`src/rtl/fifo_wr_arbiter.sv`:
```
// Round-robin write arbiter: grants one requester at a time a burst of up to
// MAX_BURST beats into a downstream FIFO, honouring the FIFO full flag.
module fifo_wr_arbiter #(
    parameter int N         = 4,
    parameter int WIDTH     = 8,
    parameter int MAX_BURST = 4
) (
    input  logic                 clock,
    input  logic                 reset,
    input  logic [N-1:0]         req,
    input  logic [N*WIDTH-1:0]   data,
    output logic [N-1:0]         ack,
    output logic [N-1:0]         gnt,
    output logic                 fifo_wr,
    output logic [WIDTH-1:0]     fifo_din,
    input  logic                 fifo_full,
    output logic                 busy,
    output logic [15:0]          beat_count
);

    localparam int IW = (N > 1) ? $clog2(N) : 1;

    typedef enum logic {
        IDLE  = 1'b0,
        GRANT = 1'b1
    } state_t;

    state_t          state_r;
    state_t          state_nxt_s;
    logic [IW-1:0]   rr_ptr_r;
    logic [IW-1:0]   rr_ptr_nxt_s;
    logic [IW-1:0]   g_r;
    logic [IW-1:0]   g_nxt_s;
    logic [N-1:0]    gnt_r;
    logic [N-1:0]    gnt_nxt_s;
    logic [3:0]      burst_cnt_r;
    logic [3:0]      burst_cnt_nxt_s;
    logic [15:0]     beat_count_r;
    logic [IW-1:0]   pick_s;
    logic            acc_s;
    logic            last_beat_s;

    function automatic logic [N-1:0] one_hot(input logic [IW-1:0] idx);
        logic [N-1:0] v;
        v = {N{1'b0}};
        for (int i = 0; i < N; i++) begin
            if (idx == IW'(i)) begin
                v[i] = 1'b1;
            end else begin
                v[i] = 1'b0;
            end
        end
        return v;
    endfunction

    // Walk downward so the lowest offset from ptr wins: first set bit at or after ptr, wrapping.
    function automatic logic [IW-1:0] rr_pick(input logic [N-1:0] r, input logic [IW-1:0] ptr);
        logic [IW-1:0] sel;
        int            idx;
        sel = ptr;
        for (int k = N - 1; k >= 0; k--) begin
            idx = (int'(ptr) + k) % N;
            if (r[idx]) begin
                sel = IW'(idx);
            end else begin
                sel = sel;
            end
        end
        return sel;
    endfunction

    // Beat acceptance and downstream write path, combinational within the grant cycle.
    always_comb begin
        pick_s      = rr_pick(req, rr_ptr_r);
        acc_s       = 1'b0;
        last_beat_s = (burst_cnt_r == 4'(MAX_BURST - 1));
        ack         = {N{1'b0}};
        fifo_wr     = 1'b0;
        fifo_din    = {WIDTH{1'b0}};
        if (state_r == GRANT) begin
            acc_s    = req[g_r] && !fifo_full;
            fifo_din = data[int'(g_r)*WIDTH +: WIDTH];
            if (acc_s) begin
                fifo_wr = 1'b1;
                ack     = one_hot(g_r);
            end else begin
                fifo_wr = 1'b0;
                ack     = {N{1'b0}};
            end
        end else begin
            acc_s = 1'b0;
        end
    end

    // Next-state logic for the IDLE/GRANT controller.
    always_comb begin
        state_nxt_s     = state_r;
        rr_ptr_nxt_s    = rr_ptr_r;
        g_nxt_s         = g_r;
        gnt_nxt_s       = gnt_r;
        burst_cnt_nxt_s = burst_cnt_r;
        case (state_r)
            IDLE: begin
                if (req != {N{1'b0}}) begin
                    state_nxt_s     = GRANT;
                    g_nxt_s         = pick_s;
                    gnt_nxt_s       = one_hot(pick_s);
                    burst_cnt_nxt_s = 4'd0;
                end else begin
                    gnt_nxt_s = {N{1'b0}};
                end
            end
            GRANT: begin
                // A dropped request or the final beat both hand the pointer past g.
                if (!req[g_r] || (acc_s && last_beat_s)) begin
                    state_nxt_s  = IDLE;
                    gnt_nxt_s    = {N{1'b0}};
                    rr_ptr_nxt_s = (int'(g_r) == N - 1) ? {IW{1'b0}} : g_r + IW'(1);
                end else if (acc_s) begin
                    burst_cnt_nxt_s = burst_cnt_r + 4'd1;
                end else begin
                    burst_cnt_nxt_s = burst_cnt_r;
                end
            end
            default: begin
                state_nxt_s = IDLE;
                gnt_nxt_s   = {N{1'b0}};
            end
        endcase
    end

    // Controller state registers.
    always_ff @(posedge clock or posedge reset) begin
        if (reset) begin
            state_r     <= IDLE;
            rr_ptr_r    <= {IW{1'b0}};
            g_r         <= {IW{1'b0}};
            gnt_r       <= {N{1'b0}};
            burst_cnt_r <= 4'd0;
        end else begin
            state_r     <= state_nxt_s;
            rr_ptr_r    <= rr_ptr_nxt_s;
            g_r         <= g_nxt_s;
            gnt_r       <= gnt_nxt_s;
            burst_cnt_r <= burst_cnt_nxt_s;
        end
    end

    // Saturating count of accepted beats.
    always_ff @(posedge clock or posedge reset) begin
        if (reset) begin
            beat_count_r <= 16'h0000;
        end else if (acc_s && (beat_count_r != 16'hFFFF)) begin
            beat_count_r <= beat_count_r + 16'h0001;
        end else begin
            beat_count_r <= beat_count_r;
        end
    end

    assign gnt        = gnt_r;
    assign busy       = (state_r == GRANT);
    assign beat_count = beat_count_r;

endmodule

```
`config.mk`:
```
export PLATFORM = sky130hd
export DESIGN_NAME = fifo_wr_arbiter
export DESIGN_NICKNAME = d
export VERILOG_FILES = /design/src/rtl/fifo_wr_arbiter.sv
export SDC_FILE = /design/constraint.sdc
export NUM_CORES = 1
export LEC_CHECK = 0
export CAP_MARGIN = 20
export CELL_PAD_IN_SITES_DETAIL_PLACEMENT = 1
export CELL_PAD_IN_SITES_GLOBAL_PLACEMENT = 1
export CORE_MARGIN = 2
export CORE_UTILIZATION = 32
export DETAILED_ROUTE_END_ITERATION = 16
export PLACE_DENSITY = 0.78
export REMOVE_ABC_BUFFERS = 1
export SYNTH_ARGS = -nofsm -noshare
export SYNTH_HDL_FRONTEND = slang
export SYNTH_SLANG_ARGS = --single-unit
```
`constraint.sdc`:
```
create_clock -name clock -period 2.4 [get_ports clock]
set_input_delay 0.36 -clock clock [delete_from_list [all_inputs] [get_ports clock]]
set_output_delay 0.36 -clock clock [all_outputs]
set_load 0.03 [all_outputs]
```
### Word level (Yosys, flattened, before mapping)

Cells that the tools add are included.

| cells by class | value |
|---|---|
| $add $sub $neg | 6 |
| magnitude comparators | 5 |
| equal/unequal tests | 13 |
| shift operators | 1 |
| muxes and demuxes | 42 |
| bitwise gates (word level) | 4 |
| reductions and logical operators | 15 |

Operators by type and width:

| operator | count |
|---|---|
| 32-bit by 6-bit indexed part select with 8-bit output | 1 |
| 4-bit two-way mux | 7 |
| 1-bit two-way mux | 21 |
| 16-bit by 1-bit adder with 16-bit output (second input constant) | 1 |
| 16-bit inequality test (second input constant) | 1 |
| 4-bit case mux with 2 select lines | 2 |
| 3-bit by 4-bit < comparator with 1-bit output (second input constant) | 3 |
| 1-bit binary-select mux with 2-bit select | 5 |
| 2-bit two-way mux | 5 |
| 2-bit == test (second input constant) | 4 |
| 8-bit two-way mux | 1 |
| 2-bit by 1-bit == test with 1-bit output (second input constant) | 3 |
| 2-bit by 3-bit < comparator with 1-bit output (second input constant) | 2 |
| 2-bit OR reduction | 3 |
| 2-bit by 1-bit adder with 2-bit output (second input constant) | 2 |
| 2-bit adder (second input constant) | 2 |
| 4-bit by 1-bit adder with 4-bit output (second input constant) | 1 |
| 4-bit by 2-bit == test with 1-bit output (second input constant) | 1 |
| 2-bit logical NOT | 2 |
| 2-bit by 1-bit inequality test with 1-bit output (second input constant) | 2 |
| 2-bit inequality test (second input constant) | 2 |
| 2-bit AND reduction | 2 |
| 4-bit nonzero test | 1 |
| 1-bit bitwise AND (first input constant) | 3 |
| 6 further kinds | 9 |

| word-level totals | value |
|---|---|
| register bits | 29 |
| output and inout port bits | 34 |

### Logic depth before layout (Yosys ltp)

Gate-level depths: netlist of the first run.

| logic depth | value |
|---|---|
| word-level depth | 14 |
| mapped depth | 6 |
| mapped depth without buffers | 5 |

### Least setup slack after synthesis of the first run

Ideal clock, no wire load.

| timing path | value |
|---|---|
| path kind | flip-flop to flip-flop |
| start | register beat_count_r[0] (netlist: beat_count[0]) |
| end | register beat_count_r[1] (netlist: beat_count[1]) |
| data arrival time | 1865 ps |
| path slack | 411 ps |
| cell stages (with the launch flop) | 7 |
| period minus slack after synthesis | 1989 ps |
| cell sequence | dfrtp_1 ha_1 clkbuf_1 nand4_1 nor2_1 a21oi_1 mux2_2 |

| between the ends | value |
|---|---|
| longest elaborated chain between the ends | 2 |

Ends and longest elaborated chain:

| what | line | text |
|---|---|---|
| start: declaration | 38 | `logic [15:0] beat_count_r;` |
| start signal: assignment | 154 | `beat_count_r <= beat_count_r + 16'h0001;` |
| start signal: assignment | 156 | `beat_count_r <= beat_count_r;` |
| branches (longest 2 deep; another with 16-bit by 1-bit adder with 16-bit output) | - |  |

Parallel ways; which one is timed is not known.
A chain may end at the register's enable or synchronous reset.

### Worst setup path after layout of the first run

| timing path | value |
|---|---|
| start | input port req[2] |
| end | output port ack[3] |

| between the ends | value |
|---|---|
| longest elaborated chain between the ends | 5 |

Ends and longest elaborated chain:

| what | line | text |
|---|---|---|
| start: declaration | 10 | `input logic [N-1:0] req,` |
| 1-bit binary-select mux with 2-bit select | 81 | `acc_s = req[g_r] && !fifo_full;` |
| 1-bit two-way mux (implied by the code) | 81 |  |
| 1-bit logical AND | 81 |  |
| 4-bit two-way mux | 83 | `if (acc_s) begin` |
| 4-bit two-way mux | 80 | `if (state_r == GRANT) begin` |
| end: declaration | 12 | `output logic [N-1:0] ack,` |

No other way between the ends. The select of a mux whose other input is x is not followed.

==> results of run 1 <==
cell families (layout without fill, tap and decap cells):
logic type | after synthesis | in the layout | share of synthesized area [%]
buffers and inverters | 16 | 104 | 3.84
multiplexers | 15 | 15 | 14.6
XOR/XNOR | 16 | 16 | 7.68
flip-flops | 29 | 29 | 39.8
AO/OA/AOI/OAI | 21 | 21 | 8.30
adder cells (fa/ha/maj) | 6 | 6 | 4.12
AND/OR/NAND/NOR | 68 | 68 | 21.7
per-stage QoR:
stage | area (um2) | worst slack [ps]
2_1_floorplan | 1790 | 231
3_3_place_gp | 2710 | -131
3_5_place_dp | 2710 | -145
4_1_cts | 2810 | 78.6
5_1_grt | 2810 | 28.5
6_report | 2810 | 97.7
critical path, stage by stage:
cell and delay (ps):
clkdlybuf4s50_1 430, mux4_2 580, and3_1 220, dlygate4sd2_1 350
path summary, 6_finish.rpt:
path | startpoint | to | slack (ps) | cells past startpoint
worst min-delay path | reset | burst_cnt_r[1]$_DFFE_PP0P_ | 450 | 3
worst max register to register | burst_cnt_r[0]$_DFFE_PP0P_ | rr_ptr_r[1]$_DFFE_PP0P_ | 440 | 4
worst max-delay path | req[2] | ack[3] | 100 | 4
min in group clock | beat_count[9]$_DFFE_PP0P_ | beat_count[9]$_DFFE_PP0P_ | 490 | 1
max in group asynchronous | reset | burst_cnt_r[2]$_DFFE_PP0P_ | 1680 | 3
worst min register to register | beat_count[9]$_DFFE_PP0P_ | beat_count[9]$_DFFE_PP0P_ | 490 | 1
registers in the layout, summed over array words and instances, names as in the netlist:
name	flops
busy	1
gnt	4
rr_ptr_r	2
g_r	2
beat_count	16
burst_cnt_r	4
final cells by class:
cell class / count / share of cell area (%)
Tap cell: 72 / 3.20
Timing Repair Buffer: 87 / 29.1
Sequential cell: 29 / 25.8
Clock inverter: 1 / 1.07
Inverter: 9 / 1.20
Multi-Input combinational cell: 126 / 36.6
Clock buffer: 7 / 3.07
power by group:
| group | internal [mW] | switching [mW] |
|---|---|---|
| Sequential | 0.623 | 0.138 |
| Clock | 0.338 | 0.187 |
| Combinational | 0.710 | 0.890 |
routing by layer:
| layer | global-route usage, % | vias up | wire length [um] |
|---|---|---|---|
| li1 | - | 794 | - |
| met1 | 22.8 | 835 | 2350 |
| met2 | 32.7 | 30 | 2820 |
| met3 | 3.73 | 9 | 183 |
| met4 | 5.86 | 0 | 102 |
| met5 | 0 | - | 0 |
synth_stat cells:
cell       instances  area share (%)
dfrtp_1           29              40
nand2_1           13             2.7
xor2_1            11             5.3
and2_1            10             3.4
inv_1              9             1.9
mux4_2             9              11
nand4_1            8             2.7
nand3_1            7             1.9
and3_1             6             2.1
ha_1               6             4.1
nor2_1             6             1.2
nor4_1             5             1.7
xnor2_1            5             2.4
a211oi_1           4             1.6
a21oi_1            4             1.1
clkbuf_1           4            0.82
o21ai_0            4             1.1
mux2_2             3             1.9
mux2i_1            3             1.6
a22o_1             2            0.96
buf_2              2            0.55
nor2b_1            2            0.69
nor3_1             2            0.55
nor4b_2            2             1.6
a2111oi_0          1            0.48
a21o_1             1            0.41
and2b_1            1            0.41
and4_1             1            0.48
buf_6              1            0.62
nand2_2            1            0.34
nand2b_1           1            0.34
nand4b_1           1            0.48
nor3b_1            1            0.41
o211a_1            1            0.55
o211ai_1           1            0.41
o21bai_1           1            0.41
o22ai_1            1            0.34
o41ai_2            1            0.89
or4b_2             1            0.55
==> impl_metrics.env, run 1 <==
export IMPL_outcome="complete, no violations"
export IMPL_netlist_area_um2=1820
export IMPL_worstSetupStartpointType="input port"
export IMPL_antenna_cells=0
export IMPL_synth_seq_area_share_pct=39.8
export IMPL_boundaryPins=73
export IMPL_drive_gt1_share_pct=15.1
export IMPL_clock_root_buffer="clkbuf_8"
export IMPL_worstSkewPairLatency_ps=280
export IMPL_cts_buffer_depth=2
export IMPL_gp_congestion=0.784
export IMPL_clock_sinks=29
export IMPL_detail_route_wl_per_cell_um=16.5
export IMPL_slew_viol_final=0
export IMPL_final_nets=303
export IMPL_grt_pass1_wl_mm=9.07
export IMPL_path_class="in2out"
export IMPL_power_density_nw_per_um2=1030
export IMPL_fillers=612
export IMPL_place_hpwl_mm=4.31
export IMPL_postSynthAreaPerCell_um2=10.7
export IMPL_vias=1668
export IMPL_dp_cells=323
export IMPL_finish_utilization_pct=51.1
export IMPL_max_slew_worst_pin_slew_ps=559
export IMPL_finalClockSkew_ps=5.78
export IMPL_rsz0062_at_grt="false"
export IMPL_die_h_um=79.5
export IMPL_peakVddDrop_uv=633
export IMPL_drt_iter0_markers=46
export IMPL_multi_input_area_um2=1030
export IMPL_hold_viol=0
export IMPL_fin_crit_ps=2300
export IMPL_grt_pass1_vias=1790
export IMPL_drc_errors=0
export IMPL_crit_required_ps=2040
export IMPL_antenna_found_initial=0
export IMPL_final_cells=331
export IMPL_synth_warnings=0
export IMPL_worst_hold_slack_ps=449
export IMPL_dieWidth_um=79.5
export IMPL_netlist_instances=171
export IMPL_cp_end_kind="primary output"
export IMPL_numCtsBuffers=5
export IMPL_cap_violations=0
export IMPL_fmax_ghz=0.434
export IMPL_hold_class="in2async"
export IMPL_synth_distinct_cells=39
export IMPL_p_total_mw=2.89
export IMPL_die_area_um2=6320
export IMPL_cts_setup_buffers=0
export IMPL_postCtsResizedCells=13
export IMPL_cts_tree="yes"
export IMPL_postRouteAntennaNets=0
export IMPL_start_util_pct=33.1
export IMPL_avgViaCountPerCell=5.04
export IMPL_setup_tns_ps=0
export IMPL_core_area_um2=5510
export IMPL_grtUsageTotal_pct=18.6
export IMPL_ys_seq_elements=29
export IMPL_post_route_period_util_pct=95.9
export IMPL_finalSetupViolCount=0
export IMPL_placementRows=27
export IMPL_htreeDepth=2
export IMPL_path_clk_slew_ps=60
export IMPL_mostFrequentLayoutCell="clkdlybuf4s50_1"
export IMPL_area_growth_pct=54.1
export IMPL_maxSlewHeadroom_pct=61.8
export IMPL_grt_ovfl_total=0
export IMPL_grt_max_degree=30
export IMPL_cp_max_fo=8
export IMPL_hold_buffers=0
export IMPL_ff_latch_area_um2=726
export IMPL_mostFrequentLayoutCells="59 x clkdlybuf4s50_1, 29 x dfrtp_1, 15 x buf_4, 13 x nand2_1, 13 x dlygate4sd2_1"
export IMPL_io_buffers=72
export IMPL_routed_wl_mm=5.45
export IMPL_crit_arrival_ps=1940
export IMPL_dr_pass1_iters=4
export IMPL_p_leak_nw=1.28
Note: power is estimated with default switching activity, not from simulation.
==> run 2, diff against run 1 <==
Settings changed: CORE_ASPECT_RATIO set to 0.75, SLEW_MARGIN set to 25.
==> impl_metrics.env, run 2 (same netlist as run 1, synthesis figures left out) <==
export IMPL_cts_tree="yes"
export IMPL_cap_violations=0
export IMPL_clock_sinks=29
export IMPL_path_clk_slew_ps=60
export IMPL_routed_wl_mm=5.49
export IMPL_antenna_cells=0
export IMPL_detail_route_wl_per_cell_um=16.5
export IMPL_regToRegEndpoint="rr_ptr_r[0]$_DFFE_PP0P_"
export IMPL_gp_congestion=0.778
export IMPL_hold_buffers=0
export IMPL_dieWidth_um=91.2
export IMPL_htreeDepth=2
export IMPL_antenna_found_initial=0
export IMPL_dr_max_layer_used="met4"
export IMPL_worstSetupStartpointType="input port"
export IMPL_worstSkewPairLatency_ps=280
export IMPL_max_slew_worst_pin_slew_ps=586
export IMPL_avgViaCountPerCell=5.01
export IMPL_numCtsBuffers=5
export IMPL_slew_viol_final=0
export IMPL_cp_max_fo=8
export IMPL_rrSetupSlack_ps=400
export IMPL_maxSlewHeadroom_pct=59.9
export IMPL_p_leak_nw=1.27
export IMPL_rsz0062_at_grt="false"
export IMPL_fin_crit_ps=2340
export IMPL_peakVddDrop_uv=479
export IMPL_io_buffers=72
export IMPL_outcome="complete, no violations"
export IMPL_fmax_ghz=0.428
export IMPL_final_nets=303
export IMPL_boundaryPins=73
export IMPL_worst_hold_slack_ps=453
export IMPL_place_hpwl_mm=4.40
export IMPL_die_h_um=69.4
export IMPL_finalSetupViolCount=0
export IMPL_cp_endpoint="ack[0]"
export IMPL_grt_pass1_vias=1810
export IMPL_finalClockSkew_ps=3.44
export IMPL_path_class="in2out"
export IMPL_cp_startpoint="req[3]"
export IMPL_final_setup_worst_slack_ps=64.6
export IMPL_postRouteAntennaNets=0
export IMPL_mostFrequentLayoutCell="clkdlybuf4s50_1"
export IMPL_grt_ovfl_total=0
export IMPL_cts_buffer_depth=2
export IMPL_cp_end_kind="primary output"
export IMPL_grt_pass1_wl_mm=9.31
export IMPL_placementRows=23
export IMPL_wl_met1_mm=2.64
export IMPL_hold_class="in2async"
export IMPL_drc_errors=0
export IMPL_grtUsageTotal_pct=18.6
export IMPL_clock_root_buffer="clkbuf_8"
export IMPL_dr_wl_met2_mm=2.68
export IMPL_drt_iter0_markers=74
export IMPL_crit_required_ps=2040
export IMPL_area_growth_pct=52.7
export IMPL_vias=1668
export IMPL_largest_reg_flops=16
export IMPL_power_density_nw_per_um2=1000
export IMPL_grt_max_degree=30
export IMPL_die_area_um2=6330
export IMPL_dr_pass1_iters=4
export IMPL_wl_met3_um=106
export IMPL_drive_gt1_share_pct=14.7
export IMPL_regToRegStartpoint="burst_cnt_r[0]$_DFFE_PP0P_"
export IMPL_pre_cts_ws_ps=-199
export IMPL_post_route_period_util_pct=97.3
export IMPL_start_util_pct=33.7
export IMPL_crit_arrival_ps=1980
export IMPL_core_area_um2=5410
export IMPL_r2r_cells=4
export IMPL_hold_viol=0
export IMPL_mostFrequentLayoutCells="59 x clkdlybuf4s50_1, 29 x dfrtp_1, 15 x buf_4, 13 x nand2_1, 13 x dlygate4sd2_1"
[run 2: cell types whose count changed in the layout (fill, tap and decap cells not counted), sizes merged]
cell	change
bufinv	-1
[run 2: worst min-delay path by stage]
stage	cells past startpoint	to
3_5_place_dp	2	gnt[0]$_DFFE_PP0P_
6_report	3	gnt[0]$_DFFE_PP0P_
2_1_floorplan	1	beat_count[0]$_DFFE_PP0P_
5_1_grt	3	g_r[1]$_DFFE_PP0P_
3_3_place_gp	1	burst_cnt_r[2]$_DFFE_PP0P_
4_1_cts	3	gnt[0]$_DFFE_PP0P_
[run 2: where the power goes]
| part | internal [mW] | switching [mW] |
|---|---|---|
| registers | 0.623 | 0.143 |
| logic | 0.710 | 0.902 |
| clock network | 0.227 | 0.180 |
| total | 1.56 | 1.23 |
[run 2: worst max-delay path, cell delays in order]
cell and delay, ps:
clkdlybuf4s50_1 430, mux4_2 600, and3_1 230, dlygate4sd2_1 350
[run 2: metrics by stage]
stage / util (%) / setup TNS, ps / instances / area, um2 / power (mW)
2_1_floorplan: - / 0 / 164 / 1790 / 1.73
5_1_grt: 51.5 / 0 / 333 / 2790 / 2.98
3_5_place_dp: 50.2 / -895 / 326 / 2720 / 2.47
3_3_place_gp: 50.2 / -678 / 326 / 2720 / 2.42
4_1_cts: 51.5 / 0 / 333 / 2790 / 2.82
6_report: 51.5 / 0 / 333 / 2790 / 2.79
[run 2: final cells by class]
| class | instances | area (um2) |
|---|---|---|
| Timing Repair Buffer | 87 | 817 |
| Sequential cell | 29 | 726 |
| Clock buffer | 7 | 86.3 |
| Tap cell | 75 | 93.8 |
| Multi-Input combinational cell | 126 | 1030 |
| Fill cell | 646 | 2630 |
| Inverter | 9 | 33.8 |
[run 2: what timing repair did]
| item | CTS | global route |
|---|---|---|
| endpoints found under the setup margin | 13 | 0 |
| gates resized for setup | 13 | 0 |
| setup buffers | 0 | 0 |
[run 2: routing by layer]
| metal | vias to the layer above | track usage (%) |
|---|---|---|
| met5 | - | 0 |
| met4 | 0 | 5.05 |
| met3 | 7 | 3.91 |
| met2 | 21 | 29.5 |
| met1 | 843 | 25.8 |
| li1 | 797 | - |
==> run 3, diff against run 2 <==
Settings changed: CORE_ASPECT_RATIO 0.75 to not set.
==> results of run 3 <==
The final DEF is identical to that of run 1; final timing and power are the same.
